### src/rtl/data_memory_ws.sv
// ---------------------------------------------------------------------------
// data_memory_ws
//   MEM-stage data memory for the ARM pipeline. Every access goes through a
//   programmable number of wait states. The pipeline holds a request until a
//   one-cycle ready pulse arrives, and stall keeps the upstream stages frozen
//   until then. Writes honour per-byte lane enables. Accesses that are out of
//   range, misaligned, or that ask for a read and a write together are
//   rejected: they raise fault and leave the memory untouched.
//
// Parameters
//   DATA_W       data word width in bits (multiple of 8)
//   ADDR_W       byte-address width
//   DEPTH        number of DATA_W words
//   BASE_ADDR    byte address of word 0
//   WAIT_CYCLES  extra access cycles, 0..15
//
// Ports
//   clk      in   clock, rising edge
//   rst      in   asynchronous active-high reset
//   req_rd   in   read request, held until ready
//   req_wr   in   write request, held until ready
//   addr     in   byte address (ALU result)
//   wdata    in   store data
//   byte_en  in   write byte lanes, bit k covers bits [8k+7:8k]
//   rdata    out  registered read data, valid while ready=1
//   ready    out  one-cycle completion pulse
//   stall    out  request pending and not yet completed (combinational)
//   fault    out  access rejected, valid while ready=1
// ---------------------------------------------------------------------------
module data_memory_ws #(
  parameter int DATA_W      = 32,
  parameter int ADDR_W      = 32,
  parameter int DEPTH       = 64,
  parameter int BASE_ADDR   = 1024,
  parameter int WAIT_CYCLES = 2
) (
  input  logic                clk,
  input  logic                rst,
  input  logic                req_rd,
  input  logic                req_wr,
  input  logic [ADDR_W-1:0]   addr,
  input  logic [DATA_W-1:0]   wdata,
  input  logic [DATA_W/8-1:0] byte_en,
  output logic [DATA_W-1:0]   rdata,
  output logic                ready,
  output logic                stall,
  output logic                fault
);

  localparam int LANES = DATA_W / 8;
  localparam int IDX_W = (DEPTH > 1) ? $clog2(DEPTH) : 1;

  typedef enum logic [1:0] {
    IDLE   = 2'd0,
    ACCESS = 2'd1,
    RESP   = 2'd2
  } state_t;

  state_t state;
  state_t next_state;

  logic [3:0]        cnt;
  logic              op_rd;
  logic              op_wr;
  logic [ADDR_W-1:0] addr_q;
  logic [DATA_W-1:0] wdata_q;
  logic [LANES-1:0]  be_q;

  logic [DATA_W-1:0] mem [DEPTH];

  logic [ADDR_W-1:0] off;
  logic [ADDR_W-1:0] idx;
  logic [IDX_W-1:0]  widx;
  logic              bad;

  // Address decode works on the captured address only, so the inputs may
  // change freely once a request has been accepted. An address below the
  // base wraps to a huge offset; it is still listed explicitly so the
  // rejection does not depend on that wrap.
  always_comb begin
    off  = addr_q - ADDR_W'(BASE_ADDR);
    idx  = off >> 2;
    widx = idx[IDX_W-1:0];
    bad  = (op_rd & op_wr)
         | (addr_q < ADDR_W'(BASE_ADDR))
         | (idx >= ADDR_W'(DEPTH))
         | (addr_q[1:0] != 2'b00);
  end

  // State register. An asynchronous reset aborts any access in flight, so
  // no write lands and no ready pulse is produced.
  always_ff @(posedge clk or posedge rst) begin
    if (rst) begin
      state <= IDLE;
    end else begin
      state <= next_state;
    end
  end

  // Next-state logic. RESP always returns to IDLE, so a request that is
  // still held there is only picked up again one cycle later.
  always_comb begin
    next_state = state;
    case (state)
      IDLE:    if (req_rd | req_wr) next_state = ACCESS;
      ACCESS:  if (cnt == 4'd0)     next_state = RESP;
      RESP:    next_state = IDLE;
      default: next_state = IDLE;
    endcase
  end

  assign ready = (state == RESP);
  assign stall = (req_rd | req_wr) & ~ready;

  // Request capture, wait-state countdown and the memory access itself.
  // Reset also loads mem[i]=i, which gives every word a known value.
  always_ff @(posedge clk or posedge rst) begin
    if (rst) begin
      cnt     <= 4'd0;
      op_rd   <= 1'b0;
      op_wr   <= 1'b0;
      addr_q  <= '0;
      wdata_q <= '0;
      be_q    <= '0;
      rdata   <= '0;
      fault   <= 1'b0;
      for (int i = 0; i < DEPTH; i++) begin
        mem[i] <= DATA_W'(i);
      end
    end else begin
      case (state)
        IDLE: begin
          if (req_rd | req_wr) begin
            op_rd   <= req_rd;
            op_wr   <= req_wr;
            addr_q  <= addr;
            wdata_q <= wdata;
            be_q    <= byte_en;
            cnt     <= 4'(WAIT_CYCLES);
          end
        end
        ACCESS: begin
          if (cnt != 4'd0) begin
            cnt <= cnt - 4'd1;
          end else begin
            fault <= bad;
            if (bad) begin
              rdata <= '0;
            end else if (op_wr) begin
              rdata <= '0;
              for (int k = 0; k < LANES; k++) begin
                if (be_q[k]) begin
                  mem[widx][8*k +: 8] <= wdata_q[8*k +: 8];
                end
              end
            end else begin
              rdata <= mem[widx];
            end
          end
        end
        default: ;
      endcase
    end
  end

endmodule

### config.mk
export PLATFORM = sky130hd
export DESIGN_NAME = data_memory_ws
export DESIGN_NICKNAME = d
export VERILOG_FILES = /design/src/rtl/data_memory_ws.sv
export SDC_FILE = /design/constraint.sdc
export NUM_CORES = 2
export LEC_CHECK = 0
export BUFFER_PORTS_ARGS = -buffer_cell sky130_fd_sc_hd__buf_2
export CORE_ASPECT_RATIO = 0.6
export CORE_MARGIN = 3
export CORE_UTILIZATION = 57
export DETAILED_ROUTE_END_ITERATION = 8
export PLACE_DENSITY_LB_ADDON = 0.25
export SYNTH_ARGS = -nofsm -noshare
export SYNTH_HDL_FRONTEND = slang
export SYNTH_SLANG_ARGS = --single-unit
### constraint.sdc
create_clock -name clk -period 63.3 [get_ports clk]
set_input_delay 3.165 -clock clk [delete_from_list [all_inputs] [get_ports clk]]
set_output_delay 3.165 -clock clk [all_outputs]
set_load 0.05 [all_outputs]
==> impl_summary.md <==
Outcome
The run finished, with violations left. The checks that failed: DRC.

Yosys
Sequential cells were found to cover 54.5% of the synthesized design area. The gate count of the mapped netlist is 6,961. The number of distinct standard cells referenced by the synthesized netlist is 79. The synthesized design contains 0 enable-type register cells. The fraction of registers with async set/reset is 100%. The post-synthesis cell area is 0.0994 mm^2. The Yosys step of the flow raised 0 warnings. The synthesized design contains 2,157 register bits. In this run the mean area of a mapped cell was 14.3 um^2. The predominant post-synthesis flop cell is dfrtp_1. The synthesized net count is 7,035.

Finish
The number of inserted filler cells in the final layout is 12,800. The share of post-route cells with drive strength above 1 is 48.1%. The area used by multi-input combinational logic is 0.0431 mm^2. Relative to the synthesized area, the layout overhead comes to 9.21%. Summing all flip-flop and latch instances after layout gives 0.0543 mm^2. The post-route core utilization is 62.8%. The final layout contains 6,956 nets.

Clock network
TritonCTS built the clock tree. The clock latency at the later pin of the worst-skew pair is 0.90 ns. The clock passes through at most 4 buffers. The buffer type at the clock tree root is clkbuf_16. In this run, post-CTS repair resized a total of 0 instances.

The clock transition at the registers of the reported paths is 0.07 ns. The number of setup buffers added after CTS is 0. The hold buffer count at CTS is 0. The H-tree level count is 4. The number of clock buffers added by TritonCTS is 201. For this design, the sink count on the clock tree is 2,157.

STA
The setup TNS is 0 ns. The relative slew slack is 5.22%. The final worst hold slack is 0.480 ns.

Setup repair after global routing left no endpoint under its margin. The clock period could shrink to 7.95 ns. The worst clock skew on the final layout is 0.0545 ns. The number of setup violations in the final report is 0. The slew at the pin closest to its max-slew limit is 1.42 ns.

The number of endpoints with negative hold slack in the final report is 0. After layout, the worst path uses 12.6% of the clock period. Once routing completed, OpenROAD measured the worst setup slack at 55.35 ns. The number of pins with negative max-slew slack in the final report is 0. For this run, the top clock speed supported by timing is 0.126 GHz.

Drt
The first detailed-routing pass took 9 iterations. Dividing the detail-routed wire length by the instance count gives 35.4 um. After detailed routing, the total wire length is 332 mm. The post-detailed-route DRC marker count is 21. After the first detailed-routing iteration, the DRC count stood at 8,126. The detail route stage leaves a number of antenna-violating nets equal to 0.

The ratio of routed vias to standard cells is 6.99. The detailed router placed 65,600 vias in this run.

GRT
The maximum number of pins on one net before global-route repair is 180. The overflow left after global routing is 0. Across every metal layer, demand over resource in global routing totals 36.7%. The first-pass GRT wire length is 481 mm.

The number of global-route vias before repair is 66,200. The number of antenna violations at the first check in global routing is 13.

Placed design
The congestion estimate from routability-driven global placement came to 0.915. Once detailed placement completed, the half-perimeter wirelength came to 209 mm. Prior to clock tree synthesis, the placed netlist has a worst setup slack of 54.35 ns. The count of buffers added on input and output ports is 106.

Setup path
In this run the critical register-to-register path is launched from addr_q[2]. The setup path with the least slack is of type input pin to asynchronous set/reset pin. STA puts the critical path data arrival time at 8.80 ns.

The register-to-register path setup slack is 57.76 ns. In this run the worst path has a maximum fanout of 173. The kind of capture point of the worst setup path is an asynchronous set/reset pin.

The required time of the critical path is 64.15 ns. Measured in cells, the most critical reg-to-reg path has a length of 7. The signal on the critical path passes through buf_2 -> clkinvlp_4 -> buf_4 -> buf_4 -> buf_4 -> buf_12 -> buf_4 -> buf_4. The most common cell type on the critical path is buf_4. Among all stages on the critical path, the largest delay is contributed by buf_4. The critical register-to-register path endpoint is mem[820]. The largest single stage delay on the critical path is 0.90 ns. The type of origin of the critical path is an input pin.

Floorplan
The core area is 0.173 mm^2. In this run the vertical extent of the chip is 330 um. The initial cell density of the core is 57.5%. The die extent in x is 545 um. The floorplan step defined a die boundary enclosing 0.180 mm^2. The number of rows created at floorplan is 118. During I/O placement, the number of pins put on the boundary was 107.

Power and ir drop
The total power per unit cell area is 35.9 mW/mm^2. The analysis attributes to cell leakage a power of 0.0499 uW. The peak supply drop is 0.0000676 V. Power comes to 3900 uW.

Flow run
Max-cap violations in this run came to 0.

Worst hold path
Along the worst hold path, the cell count comes to 1. The startpoint of the tightest hold check path is mem[26]. The path type of the worst min-delay path is flip-flop to flip-flop. The worst hold endpoint is mem[26].
-- metal layers --
| layer | vias to the layer above | wire (um) | GRT usage [%] |
|---|---|---|---|
| met5 | - | 130 | 0.209 |
| met2 | 3856 | 135000 | 50.5 |
| li1 | 25800 | - | - |
| met4 | 14 | 17400 | 16.0 |
| met3 | 953 | 45400 | 15.1 |
| met1 | 35000 | 133000 | 51.1 |
-- Yosys cell counts (all sizes together), types with 7 or more instances --
library cell / n / area share [%]
o221ai: 13 / 0.11
mux4: 169 / 3.8
o22ai: 76 / 0.48
a221oi: 218 / 1.9
a22oi: 181 / 1.4
buf: 194 / 0.98
a21oi: 105 / 0.53
nor2b: 15 / 0.094
nor2: 361 / 3.2
nor4: 10 / 0.078
clkbuf: 354 / 1.3
dfstp: 192 / 5.1
a2111oi: 7 / 0.062
a221o: 25 / 0.25
a31oi: 29 / 0.18
o211ai: 17 / 0.13
mux2: 2252 / 26
a32oi: 13 / 0.11
and2: 7 / 0.044
nand2b: 9 / 0.057
nor3b: 8 / 0.070
a22o: 50 / 0.44
o21ai: 124 / 0.62
o2bb2ai: 7 / 0.062
a211oi: 17 / 0.13
mux2i: 177 / 1.8
nor3: 22 / 0.15
dfrtp: 1965 / 49
nand3b: 9 / 0.068
inv: 9 / 0.034
o22a: 14 / 0.12
o2111ai: 7 / 0.062
nand2: 190 / 0.77
nand3: 23 / 0.12
and3: 15 / 0.094
-- stage by stage --
stage,cell area (um^2),cells
2_1_floorplan,99400,6961
3_3_place_gp,102000,9019
3_5_place_dp,102000,9019
4_1_cts,109000,9375
5_1_grt,109000,9375
6_report,109000,9384
-- flip-flops by register name, summed over array words and instances, names as in the netlist --
name and cells:
be_q 4, rdata 32, op_rd 1, cnt 4, mem 2048, op_wr 1, wdata_q 32, addr_q 32
state 2, fault 1
-- how the worst max path moves through the flow --
stage | from | endpoint | slack, ns | cells after the start
finish | rst | mem[102] | 55.35 | 8
global route | rst | mem[97] | 54.62 | 8
CTS | rst | mem[60] | 55.25 | 8
detailed placement | rst | mem[188] | 54.35 | 8
global placement | rst | mem[188] | 54.49 | 8
floorplan | rst | addr_q[0] | 30.33 | 1
-- placed cells by master, fill, tap and decap left out, types with 14 or more instances in the layout --
master,n
mux2_2,2109
dfrtp_1,1930
nor2_4,243
a221oi_1,218
clkbuf_16,203
dfstp_2,192
a22oi_1,181
nand2_1,177
mux2i_1,177
mux4_2,169
buf_4,152
mux2_1,143
o21ai_0,123
buf_2,106
a21oi_1,105
nor2_1,101
o22ai_1,76
clkbuf_1,63
a22o_1,50
clkbuf_8,42
dfrtp_2,32
clkinv_2,30
a31oi_1,29
a221o_1,25
nand3_1,22
a211oi_1,17
o211ai_1,17
nor2_2,17
and3_1,15
o22a_1,14
-- cell families (layout without fill, tap and decap cells) --
group | Yosys count | count (layout) | share of synthesized area (%)
mux | 2598 | 2598 | 31.1
flops | 2157 | 2157 | 54.5
compound gates | 945 | 945 | 6.98
simple gates | 700 | 700 | 5.00
buf+inv | 557 | 631 | 2.35
fa+ha+maj | 2 | 2 | 0.0252
xor+xnor | 2 | 2 | 0.0176
other cells | 0 | 9 | 0
-- final cells by class --
type                       count  area share [%]
antenna                        9          0.0207
clock buffer                 308            5.43
clock inverter                48           0.491
inverter                       9          0.0415
multi-input combinational   4247            39.7
sequential                  2157            50.0
tap                         2340            2.70
timing repair buffer         266            1.69
-- worst max-delay path: cells and delay by family --
kind | cells | cell delay, ns
buffers and inverters | 8 | 5.20
-- report_power, final --
part           total, uW  leakage (uW)  internal (uW)  switching (uW)
combinational       1190        0.0175            250             945
sequential          1480        0.0292           1410            71.4
clock               1220       0.00317            681             538
Note: power is estimated with default switching activity, not from simulation.
